[config.mk]
export PLATFORM = sky130hd
export DESIGN_NAME = acorn128_sequencer_flat
export DESIGN_NICKNAME = d
export VERILOG_FILES = /design/src/rtl/acorn128_if.sv /design/src/rtl/acorn128_sequencer.sv /design/src/flat_wrapper.sv
export SDC_FILE = /design/constraint.sdc
export NUM_CORES = 1
export LEC_CHECK = 0
export CORE_ASPECT_RATIO = 0.6
export CORE_MARGIN = 2
export CORE_UTILIZATION = 35
export CTS_BUF_LIST = sky130_fd_sc_hd__clkbuf_4 sky130_fd_sc_hd__clkbuf_8
export DETAILED_ROUTE_END_ITERATION = 8
export PLACE_DENSITY = 0.61
export RECOVER_POWER = 100
export SLEW_MARGIN = 10
export SYNTH_ARGS = -nofsm -noshare
export SYNTH_HDL_FRONTEND = slang
export SYNTH_SLANG_ARGS = --single-unit
[constraint.sdc]
create_clock -name clk -period 28.4 [get_ports clk]
set_input_delay 8.52 -clock clk [delete_from_list [all_inputs] [get_ports clk]]
set_output_delay 8.52 -clock clk [all_outputs]
set_load 0.005 [all_outputs]
[src/rtl/acorn128_if.sv]
// acorn128_if: stream and datapath-step signals of the ACORN-128 sequencer.
//
// Groups the serial AD/plaintext streams with their ready handshakes, the per-step
// controls sent to the state-update datapath (step_en, mbit, ca, cb), the keystream
// bit returned by the datapath (ks_in) and the registered ciphertext output.
//
// Modports:
//   master - sequencer view: drives ready, step controls and ciphertext;
//            receives stream beats and ks_in.
//   slave  - environment view (stream sources, datapath, ciphertext sink).
interface acorn128_if;
  // Associated-data stream
  logic ad_bit;
  logic ad_valid;
  logic ad_last;
  logic ad_ready;
  // Plaintext stream
  logic pt_bit;
  logic pt_valid;
  logic pt_last;
  logic pt_ready;
  // Datapath step controls and returned keystream bit
  logic step_en;
  logic mbit;
  logic ca;
  logic cb;
  logic ks_in;
  // Ciphertext output
  logic ct_bit;
  logic ct_valid;

  modport master (
    input  ad_bit, ad_valid, ad_last,
    input  pt_bit, pt_valid, pt_last,
    input  ks_in,
    output ad_ready, pt_ready,
    output step_en, mbit, ca, cb,
    output ct_bit, ct_valid
  );

  modport slave (
    output ad_bit, ad_valid, ad_last,
    output pt_bit, pt_valid, pt_last,
    output ks_in,
    input  ad_ready, pt_ready,
    input  step_en, mbit, ca, cb,
    input  ct_bit, ct_valid
  );
endinterface

[src/rtl/acorn128_sequencer.sv]
// acorn128_sequencer: phase controller for the ACORN-128 core.
//
// Sequences initialization, associated-data absorption, AD padding, encryption,
// plaintext padding and finalization. Each cycle it tells the state-update stage
// whether to step and supplies that step's message bit and ca/cb controls. It turns
// the returned keystream bit into ciphertext during encryption and captures the
// 128-bit tag from the last 128 finalization steps.
//
// Ports:
//   clk, rst        - clock; asynchronous active-high reset
//   start           - begin an operation (honoured only when idle)
//   key, iv         - 128-bit key and IV, latched at start
//   ad_none,pt_none - empty AD / empty plaintext flags, latched at start
//   bus             - stream handshakes, step controls, ks_in and ciphertext
//   tag, tag_valid  - captured tag; valid from done until the next start or reset
//   done            - one-cycle completion pulse
//   busy            - high whenever an operation is in progress
module acorn128_sequencer #(
  parameter int unsigned INIT_STEPS  = 1792,
  parameter int unsigned PAD_STEPS   = 256,
  parameter int unsigned FINAL_STEPS = 768
) (
  input  logic         clk,
  input  logic         rst,
  input  logic         start,
  input  logic [127:0] key,
  input  logic [127:0] iv,
  input  logic         ad_none,
  input  logic         pt_none,
  acorn128_if.master   bus,
  output logic [127:0] tag,
  output logic         tag_valid,
  output logic         done,
  output logic         busy
);

  localparam logic [10:0] InitLast  = 11'(INIT_STEPS - 1);
  localparam logic [10:0] PadLast   = 11'(PAD_STEPS - 1);
  localparam logic [10:0] FinalLast = 11'(FINAL_STEPS - 1);
  // The tag comes from the final 128 steps of finalization.
  localparam logic [10:0] TagFirst  = 11'(FINAL_STEPS - 128);

  typedef enum logic [2:0] {
    StIdle,
    StInit,
    StAd,
    StAdPad,
    StEnc,
    StEncPad,
    StFinal
  } state_e;

  state_e        state_q, state_d;
  logic [10:0]   cnt_q, cnt_d;
  logic [127:0]  key_q, iv_q;
  logic          ad_none_q, pt_none_q;
  logic [127:0]  tag_q;
  logic          tag_valid_q;
  logic          done_q, done_d;
  logic          ct_bit_q, ct_valid_q;

  logic          init_mbit;
  logic          start_ok;
  logic          ct_accept;
  logic          tag_capture;
  logic [6:0]    tag_idx;

  // Message bit during initialization: key, then IV, then a single inverted key[0]
  // as the domain separator, then the key repeated.
  always_comb begin
    init_mbit = 1'b0;
    if (cnt_q < 11'd128) begin
      init_mbit = key_q[cnt_q[6:0]];
    end else if (cnt_q < 11'd256) begin
      init_mbit = iv_q[cnt_q[6:0]];
    end else if (cnt_q == 11'd256) begin
      init_mbit = ~key_q[0];
    end else begin
      init_mbit = key_q[cnt_q[6:0]];
    end
  end

  // Next-state and per-step controls, all decoded from registered state and counter;
  // only the stream states pass *_valid through to step_en.
  always_comb begin
    state_d      = state_q;
    done_d       = 1'b0;
    bus.step_en  = 1'b0;
    bus.mbit     = 1'b0;
    bus.ca       = 1'b0;
    bus.cb       = 1'b0;
    bus.ad_ready = 1'b0;
    bus.pt_ready = 1'b0;

    unique case (state_q)
      StIdle: begin
        if (start) state_d = StInit;
      end
      StInit: begin
        bus.step_en = 1'b1;
        bus.mbit    = init_mbit;
        bus.ca      = 1'b1;
        bus.cb      = 1'b1;
        if (cnt_q == InitLast) state_d = ad_none_q ? StAdPad : StAd;
      end
      StAd: begin
        bus.ad_ready = 1'b1;
        bus.step_en  = bus.ad_valid;
        bus.mbit     = bus.ad_bit;
        bus.ca       = 1'b1;
        bus.cb       = 1'b1;
        if (bus.ad_valid && bus.ad_last) state_d = StAdPad;
      end
      StAdPad: begin
        bus.step_en = 1'b1;
        bus.mbit    = (cnt_q == 11'd0);
        bus.ca      = (cnt_q < 11'd128);
        bus.cb      = 1'b1;
        if (cnt_q == PadLast) state_d = pt_none_q ? StEncPad : StEnc;
      end
      StEnc: begin
        bus.pt_ready = 1'b1;
        bus.step_en  = bus.pt_valid;
        bus.mbit     = bus.pt_bit;
        bus.ca       = 1'b1;
        bus.cb       = 1'b0;
        if (bus.pt_valid && bus.pt_last) state_d = StEncPad;
      end
      StEncPad: begin
        bus.step_en = 1'b1;
        bus.mbit    = (cnt_q == 11'd0);
        bus.ca      = (cnt_q < 11'd128);
        bus.cb      = 1'b0;
        if (cnt_q == PadLast) state_d = StFinal;
      end
      StFinal: begin
        bus.step_en = 1'b1;
        bus.mbit    = 1'b0;
        bus.ca      = 1'b1;
        bus.cb      = 1'b1;
        if (cnt_q == FinalLast) begin
          state_d = StIdle;
          done_d  = 1'b1;
        end
      end
      default: begin
        state_d = StIdle;
      end
    endcase
  end

  // Step counter: advances with each datapath step and restarts at every state entry.
  always_comb begin
    cnt_d = cnt_q;
    if (bus.step_en) cnt_d = cnt_q + 11'd1;
    if (state_d != state_q) cnt_d = 11'd0;
  end

  assign start_ok    = (state_q == StIdle) && start;
  assign ct_accept   = (state_q == StEnc) && bus.pt_valid;
  assign tag_capture = (state_q == StFinal) && (cnt_q >= TagFirst);
  assign tag_idx     = 7'(cnt_q - TagFirst);

  always_ff @(posedge clk or posedge rst) begin
    if (rst) begin
      state_q     <= StIdle;
      cnt_q       <= 11'd0;
      key_q       <= '0;
      iv_q        <= '0;
      ad_none_q   <= 1'b0;
      pt_none_q   <= 1'b0;
      tag_q       <= '0;
      tag_valid_q <= 1'b0;
      done_q      <= 1'b0;
      ct_bit_q    <= 1'b0;
      ct_valid_q  <= 1'b0;
    end else begin
      state_q    <= state_d;
      cnt_q      <= cnt_d;
      done_q     <= done_d;
      ct_valid_q <= ct_accept;
      if (ct_accept) ct_bit_q <= bus.pt_bit ^ bus.ks_in;

      if (start_ok) begin
        key_q       <= key;
        iv_q        <= iv;
        ad_none_q   <= ad_none;
        pt_none_q   <= pt_none;
        tag_q       <= '0;
        tag_valid_q <= 1'b0;
      end

      if (tag_capture) tag_q[tag_idx] <= bus.ks_in;
      if (done_d) tag_valid_q <= 1'b1;
    end
  end

  assign bus.ct_bit   = ct_bit_q;
  assign bus.ct_valid = ct_valid_q;
  assign tag          = tag_q;
  assign tag_valid    = tag_valid_q;
  assign done         = done_q;
  assign busy         = (state_q != StIdle);

endmodule

[src/flat_wrapper.sv]
// flat-port wrapper written by rule: the top's interface ports become plain ports
module acorn128_sequencer_flat 
#(
  parameter int unsigned INIT_STEPS  = 1792,
  parameter int unsigned PAD_STEPS   = 256,
  parameter int unsigned FINAL_STEPS = 768
)
  (clk, rst, start, key, iv, ad_none, pt_none, tag, tag_valid, done, busy, bus_ad_bit, bus_ad_valid, bus_ad_last, bus_pt_bit, bus_pt_valid, bus_pt_last, bus_ks_in, bus_ad_ready, bus_pt_ready, bus_step_en, bus_mbit, bus_ca, bus_cb, bus_ct_bit, bus_ct_valid);
  acorn128_if bus_i ();
  input  logic clk;
  input  logic rst;
  input  logic start;
  input  logic [127:0] key;
  input  logic [127:0] iv;
  input  logic ad_none;
  input  logic pt_none;
  output logic [127:0] tag;
  output logic tag_valid;
  output logic done;
  output logic busy;
  input wire logic [$bits(bus_i.ad_bit)-1:0] bus_ad_bit;
  input wire logic [$bits(bus_i.ad_valid)-1:0] bus_ad_valid;
  input wire logic [$bits(bus_i.ad_last)-1:0] bus_ad_last;
  input wire logic [$bits(bus_i.pt_bit)-1:0] bus_pt_bit;
  input wire logic [$bits(bus_i.pt_valid)-1:0] bus_pt_valid;
  input wire logic [$bits(bus_i.pt_last)-1:0] bus_pt_last;
  input wire logic [$bits(bus_i.ks_in)-1:0] bus_ks_in;
  output wire logic [$bits(bus_i.ad_ready)-1:0] bus_ad_ready;
  output wire logic [$bits(bus_i.pt_ready)-1:0] bus_pt_ready;
  output wire logic [$bits(bus_i.step_en)-1:0] bus_step_en;
  output wire logic [$bits(bus_i.mbit)-1:0] bus_mbit;
  output wire logic [$bits(bus_i.ca)-1:0] bus_ca;
  output wire logic [$bits(bus_i.cb)-1:0] bus_cb;
  output wire logic [$bits(bus_i.ct_bit)-1:0] bus_ct_bit;
  output wire logic [$bits(bus_i.ct_valid)-1:0] bus_ct_valid;
  assign bus_i.ad_bit = bus_ad_bit;
  assign bus_i.ad_valid = bus_ad_valid;
  assign bus_i.ad_last = bus_ad_last;
  assign bus_i.pt_bit = bus_pt_bit;
  assign bus_i.pt_valid = bus_pt_valid;
  assign bus_i.pt_last = bus_pt_last;
  assign bus_i.ks_in = bus_ks_in;
  assign bus_ad_ready = bus_i.ad_ready;
  assign bus_pt_ready = bus_i.pt_ready;
  assign bus_step_en = bus_i.step_en;
  assign bus_mbit = bus_i.mbit;
  assign bus_ca = bus_i.ca;
  assign bus_cb = bus_i.cb;
  assign bus_ct_bit = bus_i.ct_bit;
  assign bus_ct_valid = bus_i.ct_valid;
  acorn128_sequencer #(.INIT_STEPS(INIT_STEPS), .PAD_STEPS(PAD_STEPS), .FINAL_STEPS(FINAL_STEPS)) u_core (.clk(clk), .rst(rst), .start(start), .key(key), .iv(iv), .ad_none(ad_none), .pt_none(pt_none), .bus(bus_i), .tag(tag), .tag_valid(tag_valid), .done(done), .busy(busy));
endmodule
==> summary by stage <==
Run status
The run finished, with violations left. The final reports fail on capacitance limit, slew limit.

Clocking
The clock passes through at most 3 buffers. After clock tree synthesis, the clock-pin slew on the worst setup and hold paths is around 0.070 ns. In this run the post-CTS setup repair buffer count came out at 0.

The root cell of the clock tree is clkbuf_8. The post-cts sizing count is 0. The clock net in this run drives a total of 404 sinks. The clock insertion delay at the later pin of the skew report is 0.63 ns. The clock tree synthesis step divided the H-tree into 3 levels. Clock tree synthesis inserted a total of 66 buffers.

The number of hold buffers added after CTS was 0. TritonCTS built the clock tree.

Global routing
The global-route wire length before repair is 98.11 mm. The number of global-route vias before repair is 15370. The total track usage is approximately a quarter.

For this run the aggregate overflow at the end of global routing stands at 0. The number of antenna violations at the first check in global routing is 15. The pin count of the biggest net entering global routing is 154.

Detailed routing
After detailed routing, the number of vias per cell comes to 5.522. Once detail routing completed, the nets flagged for antenna violations numbered 0. The pre-antenna-repair detailed-routing pass consisted of 5 iterations. The aggregate routed wire length is between 60 and 70 mm. In this run, the number of DRC markers left after iteration 0 of detailed routing was 1268.

The via total after detailed routing is approximately 15000. The routed length per instance is 24.32 um. The count of unresolved DRC violations after routing is 0.

Power
Power spread over the standard cell area amounts to around 47 nW/um^2. The clock network accounts for 45.9% of the total power. The leakage power is 11.89 nW. Net switching is a little under a quarter of the power. Combinational logic is responsible for 4.6% of the overall power. The reported net switching power is 265.7 uW. IR analysis of the VDD net gives a maximum drop of 25.04 uV. The share of total power dissipated in sequential elements is 49.6%. The internal power component is 895.6 uW.

Cells and area
The final layout contains 2230 nets. The total area of sequential cells is 10120 um^2. After filler insertion, the fill cell instance count of the layout stands at 4816. The combined area of the multi-input logic cells is 7959 um^2.

The post-synthesis to final-layout area growth is 32.19%. The total non-filler cell area in the finished layout is 24550 um^2. The final non-filler cell total is 2715. In the final layout, the share of cells above drive strength 1 is 21.95%.

Critical path
The kind of start point of the critical path is an input port. At the worst endpoint, the arrival time is 10.90 ns. By startpoint and endpoint, the worst setup path is classified as in2out. The required time at the endpoint of the critical path is 19.88 ns. Of all nets on the critical path, the largest fanout is 3.

The capturing element type of the critical path is a primary output.

Synthesis
The most common flop cell mapped by yosys is dfrtp_1. The mapped cell area is 18570 um^2. The net count after synthesis is 1856. For this run, asynchronously set or reset flops after synthesis account for 100.0%. After synthesis, the netlist uses 64 different library cells. Counting flops and latches in the post-synthesis netlist gives 404. The sequential cell area fraction in the yosys report is 54.44%.

The cell count after synthesis is 1586. The number of enable flip-flop cells after synthesis is 0. Yosys printed 0 warnings. Dividing the synthesized area by the synthesized cell count gives 11.71 um^2.

Floorplan
The number of core rows is 65. The floorplan step defined a die boundary enclosing 54980 um^2. The overall die height is 182.4 um. The number of I/O pins is 407. The die is 301.4 um wide.

Once the floorplan was initialized, standard cells occupied around 35% of the core. The area of the core region is 52460 um^2.

Timing
Once routing completed, OpenROAD measured the worst setup slack at about 9 ns. The number of max-slew violations in the final report came to 807. The worst-margin pin slew is slightly above 8 ns. For the final routed database, the setup TNS stands at 0 ns.

The post-layout minimum cycle time is just under 20 ns. The count of endpoints failing hold in the final timing report is 0. The final setup violation count is 0.

The remaining max-slew budget at the tightest pin is -438.9%. The ratio of final minimum period to clock period is 68.36%. Setup repair after global routing left no endpoint under its margin. The maximum operating frequency is slightly above 50 MHz. The largest clock skew in the final design is 0.03692 ns.

Placed design
The final weighted congestion in routability-driven placement is approximately 0.85. The instance area after placement is 23240 um^2. The half-perimeter wire length of the detailed placement result is 44.27 mm. The worst slack at placement is 9.191 ns. Port buffering added 406 buffers. The total instance count after detailed placement is 2595.

Job
The tool flagged a number of max-cap violations equal to 9.

Worst hold path
The class of the tightest hold or removal check is reg2reg.
==> critical path, stage by stage <==
cell and delay, ns:
clkdlybuf4s50_1 0.44, a22oi_1 0.57, o21ai_0 0.22, a31oi_1 0.18
a41oi_1 0.13, o41a_1 0.21, dlygate4sd3_1 0.61
==> through the flow <==
stage | power, mW | utilization, % | hold slack [ns]
after detailed placement | 0.6408 | 44.30 | 0.4863
after global routing | 1.208 | 46.79 | 0.5095
after global placement | 0.6403 | 44.30 | 0.4809
after floorplan | 0.5979 | - | 0.4704
final | 1.161 | 46.80 | 0.4949
after CTS | 1.178 | 46.88 | 0.5012
==> cells in the mapped netlist (6+ instances only) <==
cell	n	area share, %
nor2_1	58	1.2
o21ai_0	24	0.65
nand2_1	197	4.0
o211ai_1	130	5.3
nand3_1	146	3.9
and3_1	6	0.20
nand4_1	8	0.27
o2111ai_1	7	0.33
mux2i_1	25	1.3
a21oi_1	26	0.70
buf_2	20	0.54
clkbuf_1	92	1.9
nor3_1	8	0.22
and2_1	6	0.20
a221oi_1	11	0.52
xor2_1	7	0.33
inv_1	6	0.12
a22oi_1	19	0.77
dfrtp_1	404	54
mux2_2	275	17
mux4_2	20	2.4
==> registers in the layout (all words and copies together), names as in the netlist <==
name,flops
u_core.tag,128
u_core.bus.ct_valid,1
u_core.cnt_q,11
u_core.bus.ct_bit,1
u_core.key_q,128
u_core.pt_none_q,1
u_core.tag_valid,1
u_core.ad_none_q,1
u_core.state_q,3
u_core.done,1
u_core.iv_q,128
==> cell type report <==
cell class	instances	share of cell area, %
well taps	703	3.583
diodes	7	0.07135
clock buffers	97	5.005
inverters	7	0.1121
multi-input cells	1053	32.42
repair buffers	428	17.08
clock inverters	16	0.5046
flip-flops and latches	404	41.23
==> power by group through the flow <==
stage / sequential, mW / clock, mW / combinational [mW]
after global placement: 0.586 / 0 / 0.0541
final: 0.576 / 0.532 / 0.0530
after floorplan: 0.587 / 0 / 0.0114
after CTS: 0.576 / 0.547 / 0.0549
after global routing: 0.575 / 0.575 / 0.0575
after detailed placement: 0.586 / 0 / 0.0547
==> path summary, 6_finish.rpt <==
check,from,to,slack [ns],depth (start not counted)
setup / recovery,bus_pt_bit,bus_mbit,8.98,7
max in group asynchronous,rst,u_core.key_q[57],9.22,3
setup reg to reg,u_core.state_q[2],u_core.key_q[114],17.73,6
min in group asynchronous,rst,u_core.iv_q[27],9.85,2
hold reg to reg,u_core.tag_valid,u_core.tag_valid,0.49,1
hold / removal,u_core.tag_valid,u_core.tag_valid,0.49,1
==> layout by cell type (no fill, tap or decap), drive strengths merged, types with 5 or more instances in the layout <==
cell type / synthesis / final
a211oi: 5 / 5
a21oi: 26 / 26
a221oi: 11 / 11
a22oi: 19 / 19
and2: 7 / 7
and3: 6 / 6
buf: 30 / 14
clkbuf: 92 / 106
clkdlybuf4s50: 0 / 264
clkinv: 1 / 10
clkinvlp: 0 / 6
dfrtp: 404 / 404
diode: 0 / 7
dlygate4sd3: 0 / 141
inv: 6 / 6
mux2: 275 / 275
mux2i: 25 / 25
mux4: 21 / 21
nand2: 197 / 197
nand2b: 5 / 5
nand3: 146 / 146
nand4: 8 / 8
nor2: 58 / 58
nor3: 9 / 9
nor3b: 5 / 5
o2111ai: 7 / 7
o211ai: 130 / 130
o21ai: 24 / 24
o2bb2ai: 5 / 5
xnor2: 5 / 5
xor2: 7 / 7
==> kinds of logic (layout without fill, tap and decap cells) <==
family          after synthesis  after routing  share of synthesized area, %
mux                         321            321                         20.59
simple gates                454            454                         11.00
fa+ha+maj                     3              3                        0.1886
compound gates              263            263                         10.32
xor+xnor                     12             12                        0.5659
flops                       404            404                         54.44
other cells                   0              7                             0
buf+inv                     129            548                         2.904
==> routing by layer <==
| layer | vias to the layer above | track usage (%) | wire length, um |
|---|---|---|---|
| met3 | 129 | 6.262 | 5182 |
| met2 | 609 | 36.71 | 30110 |
| met4 | 10 | 7.244 | 1698 |
| li1 | 6585 | - | - |
| met5 | - | 0 | 69 |
| met1 | 7659 | 32.82 | 28980 |
Power figures use the tool's default switching activity.
